[config.mk]
export PLATFORM = sky130hd
export DESIGN_NAME = bram_fifo
export DESIGN_NICKNAME = d
export VERILOG_FILES = /design/src/rtl/bram_fifo.sv
export SDC_FILE = /design/constraint.sdc
export NUM_CORES = 2
export LEC_CHECK = 0
export CORE_AREA = 2 2 817 657
export CTS_BUF_LIST = sky130_fd_sc_hd__clkbuf_2
export CTS_CLUSTER_SIZE = 40
export DETAILED_ROUTE_END_ITERATION = 10
export DIE_AREA = 0 0 819 659
export DONT_BUFFER_PORTS = 1
export SLEW_MARGIN = 20
export SYNTH_ARGS = -nofsm -noshare
export SYNTH_HDL_FRONTEND = slang
export SYNTH_SLANG_ARGS = --single-unit
[constraint.sdc]
create_clock -name i_clk -period 5.1 [get_ports i_clk]
set_input_delay 0.765 -clock i_clk [delete_from_list [all_inputs] [get_ports i_clk]]
set_output_delay 0.765 -clock i_clk [all_outputs]
set_load 0.05 [all_outputs]
[src/rtl/bram_fifo.sv]
// Single-clock FIFO on inferred iCE40 block RAM with registered full/empty/count.
// Define BRAM_FIFO_ERR_EN to build sticky overflow/underflow flags; otherwise they read 0.
module bram_fifo #(
  parameter int WIDTH      = 16,
  parameter int DEPTH_LOG2 = 8
) (
  input  logic                  i_clk,
  input  logic                  i_rst,
  input  logic                  i_wr_en,
  input  logic [WIDTH-1:0]      i_wdata,
  output logic                  o_full,
  input  logic                  i_rd_en,
  output logic [WIDTH-1:0]      o_rdata,
  output logic                  o_rvalid,
  output logic                  o_empty,
  output logic [DEPTH_LOG2:0]   o_count,
  output logic                  o_overflow,
  output logic                  o_underflow
);

  localparam int AW    = DEPTH_LOG2;
  localparam int PW    = DEPTH_LOG2 + 1;
  localparam int DEPTH = 1 << DEPTH_LOG2;

  logic [WIDTH-1:0] mem [DEPTH];
  logic [WIDTH-1:0] ram_q;
  logic [PW-1:0]    wr_ptr, rd_ptr, wr_nxt, rd_nxt;
  logic             wr_acc, rd_acc, seen;

  // Qualification only looks at the registered flags; requests in a reset cycle are dropped.
  assign wr_acc = i_wr_en & ~o_full  & ~i_rst;
  assign rd_acc = i_rd_en & ~o_empty & ~i_rst;
  assign wr_nxt = wr_ptr + PW'(wr_acc);
  assign rd_nxt = rd_ptr + PW'(rd_acc);

  // No reset on the array or its output register so the RAM maps to SB_RAM40_4K.
  always_ff @(posedge i_clk) begin
    if (wr_acc) mem[wr_ptr[AW-1:0]] <= i_wdata;
    if (rd_acc) ram_q <= mem[rd_ptr[AW-1:0]];
  end

  always_ff @(posedge i_clk) begin
    if (i_rst) begin
      wr_ptr   <= '0;
      rd_ptr   <= '0;
      o_empty  <= 1'b1;
      o_full   <= 1'b0;
      o_count  <= '0;
      o_rvalid <= 1'b0;
      seen     <= 1'b0;
    end else begin
      wr_ptr   <= wr_nxt;
      rd_ptr   <= rd_nxt;
      o_empty  <= (wr_nxt == rd_nxt);
      o_full   <= (wr_nxt[AW-1:0] == rd_nxt[AW-1:0]) && (wr_nxt[AW] != rd_nxt[AW]);
      o_count  <= wr_nxt - rd_nxt;
      o_rvalid <= rd_acc;
      seen     <= seen | rd_acc;
    end
  end

  // Uninitialised RAM output is hidden until the first real read after reset.
  assign o_rdata = seen ? ram_q : '0;

`ifdef BRAM_FIFO_ERR_EN
  always_ff @(posedge i_clk) begin
    if (i_rst) begin
      o_overflow  <= 1'b0;
      o_underflow <= 1'b0;
    end else begin
      o_overflow  <= o_overflow  | (i_wr_en & o_full);
      o_underflow <= o_underflow | (i_rd_en & o_empty);
    end
  end
`else
  assign o_overflow  = 1'b0;
  assign o_underflow = 1'b0;
`endif

endmodule
==> out/results.txt <==
CTS root buf: clkbuf_2
CP max stage cell: dfxtp_4
Clk_skew: 0.2556 ns
First-pass GRT wire length: 572700 um
Wire length per cell: 26.03 um
CTS Sinks: 4143
Largest net degree at the start of global routing: 257
Least-Margin Pin Slew: 1.218 ns
RSZ-0062 raised after global routing: no
# rows: 240
DRC: 0
Switching power of the nets: 14.49 mW
Minimum clock period: 4.727 ns
Via count: 76.94k
Routability cong.: 0.8062
Sw Share: 0.2397
Data arrival time of the critical path: 6.75 ns
Status: completed
Max stage delay on crit path: 0.83 ns
Leak: 54.16 nW
Final hold violation count: 0
Drt via density: 4.935
Most frequent cells in the layout: edfxtp_1, clkbuf_2, mux4_2, buf_4, nor2_1
Seq pwr share: 0.620
Non-Filler Instances: 15.59k
# H-tree levels: 6
DP Wirelength: 223000 um
Post-synthesis sequential area ratio: 0.7807
Area contributors post-synth: edfxtp_1, mux4_2, mux2i_1, nor2_1, clkbuf_1
Setup Viol. Count Final: 0
Pint: 45.97 mW
Yosys cell types: 46
VDD IR max: 0.0002408 V
Hold path depth: 4
Syn Std Cell Area: 0.1590 mm^2
Vias in the first global route: 78.22k
I/O pin count: 50
Critical Path Source Type: register
Initial core utilization: 0.2989
Required @ worst endpoint: 7.12 ns
Port bufs: 0
Critical Path Sink Type: register
Ys Warns: 0
Clk pwr share: 0.345
Yosys reg bits: 4143
Async S/R FF share, synth: 0
Synth top area share: 0.7768
Post-Route WL: 405800 um
Clk buf depth: 4
Post-synthesis area per instance: 23.92 um^2
Initial antenna violation count: 33
# Max-Cap Violations: 0
Total core area: 0.5318 mm^2
Gr usage total: 0.1455
Critical path class: register to register
Final Util: 0.3391
Pwr Density: 335.2 mW/mm^2
Number of flops mapped to enable cells by yosys: 4112
Register-to-Register Path Depth: 10
Hold Crit Class: input port to register
Inst Count DP: 13.82k
Post-CTS setup buffer count: 0
Worst skew pair latency: 2.37 ns
Die width: 819 um
Layout overhead on the synthesized area: 13.46%
Die area: 0.5397 mm^2
Die height: 659 um
Fmax: 211.5 MHz
Detail Route Antenna Nets: 0
Nets: 7744
Comb pwr share: 0.036
Max-slew headroom: 0.1866
Grt ovf: 0
Top_reg_cell synth: edfxtp_1
Final worst path period share: 0.9269
Slew Viols, Final: 0
Setup tns final: 0 ns
Post-Synthesis Cells: 6645
Drt pass-1 iters: 7
Fill cells: 49.52k
Worst hold slack: 0.08464 ns
Reg clk slew, reported paths: 0.13 ns
Critical Path, Cell by Cell: buf_12 > buf_4 > buf_12 > buf_4 > mux4_2 > mux2i_1 > o22ai_1 > a311oi_1 > o21ai_1 > o311a_1
Commonest non-fill, non-tap cell in the layout: edfxtp_1
Total CTS buffers: 936
Dominant cell type by area after synthesis: edfxtp_1
Share of cells above drive strength 1: 0.3774
CTS tree: done
CP Max Fanout: 34
DR iter-0 viols: 10.05k
[layout make-up]
class                   instances  area (um^2)  share of cell area
clock buffers                1359         6802             0.03771
repair buffers                521         5525             0.03063
multi-input cells            2108        33250              0.1843
inverters                       5        18.77           0.0001041
clock inverters               303         1685            0.009344
flip-flops and latches       4143       124100              0.6882
well taps                    7139         8932             0.04952
diodes                         12        30.03           0.0001665
[critical path: cells and delay by family (launching register included)]
kind                   cells  cell delay (ns)
muxes                      2             0.75
AOI/OAI and AO/OA          4             1.74
DFF                        1             0.83
buffers and inverters      4             1.09
[what timing repair did]
action	4_1_cts	5_1_grt
endpoints found under the hold margin	8111	12
gates resized for setup	0	0
hold buffers	79	1
[worst paths after layout]
path	startpoint	endpoint	slack, ns
worst min register to register	wr_ptr[8]$_SDFF_PP0_	wr_ptr[8]$_SDFF_PP0_	0.58
worst max-delay path	rd_ptr[0]$_SDFF_PP0_	ram_q[11]$_DFFE_PP_	0.37
worst max register to register	rd_ptr[0]$_SDFF_PP0_	ram_q[11]$_DFFE_PP_	0.37
worst min-delay path	i_wdata[12]	mem[68][12]$_DFFE_PP_	0.08
[metrics by stage]
step                      setup WS, ns  cell area (um^2)  power (mW)
after floorplan                 0.5141            159000       39.28
after global placement          0.3764            170000       39.68
after detailed placement        0.3417            170000       39.68
after CTS                       0.3005            179900       61.10
after global routing            0.2426            180300       62.79
final                           0.3727            180400       60.46
[registers in the layout (all words and copies together) (netlist names)]
signal / flops
mem: 4096
ram_q: 16
o_count: 9
rd_ptr: 9
wr_ptr: 9
o_empty: 1
o_full: 1
o_rvalid: 1
seen: 1
[cell usage after synthesis (all sizes together) (3+ instances only)]
cell / instances
xor2: 9
nor2b: 15
xnor2: 17
mux4: 1216
nor2: 301
nand3: 60
nand2: 35
nor3: 8
o311a: 16
o221ai: 16
edfxtp: 4112
nand2b: 17
inv: 5
a311oi: 16
dfxtp: 31
nor3b: 3
mux2i: 192
clkbuf: 201
and2: 19
buf: 189
a311o: 16
ha: 8
a21oi: 5
o21ai: 48
nand4: 9
o22ai: 65
[metal layers]
metal  vias to the layer above  part of all wire  track usage
li1                      31350                 -            -
met1                     40930              0.42       0.2076
met4                        16             0.027      0.04489
met2                      4051              0.46       0.2237
met5                         -           0.00024            0
met3                       591             0.096      0.03142
[cells by family (layout without fill, tap and decap cells)]
logic type	Yosys count	after routing	share of synthesized area
AOI/OAI and AO/OA	192	192	0.008509
xor gates and xnor gates	26	26	0.001433
adders and majority gates	9	9	0.0007557
buffers and inverters	395	2188	0.01147
DFF	4143	4143	0.7807
muxes	1408	1408	0.1844
other	1	14	0.00002359
and+or+nand+nor	471	471	0.01276
[power by group through the flow]
stage	clock network, mW	registers, mW	logic (mW)
2_1_floorplan	0	38.2	1.07
3_3_place_gp	0	38.2	1.45
3_5_place_dp	0	38.2	1.45
4_1_cts	21.5	37.5	2.14
5_1_grt	23.0	37.5	2.29
6_report	20.8	37.5	2.15
Note: power is estimated with default switching activity, not from simulation.
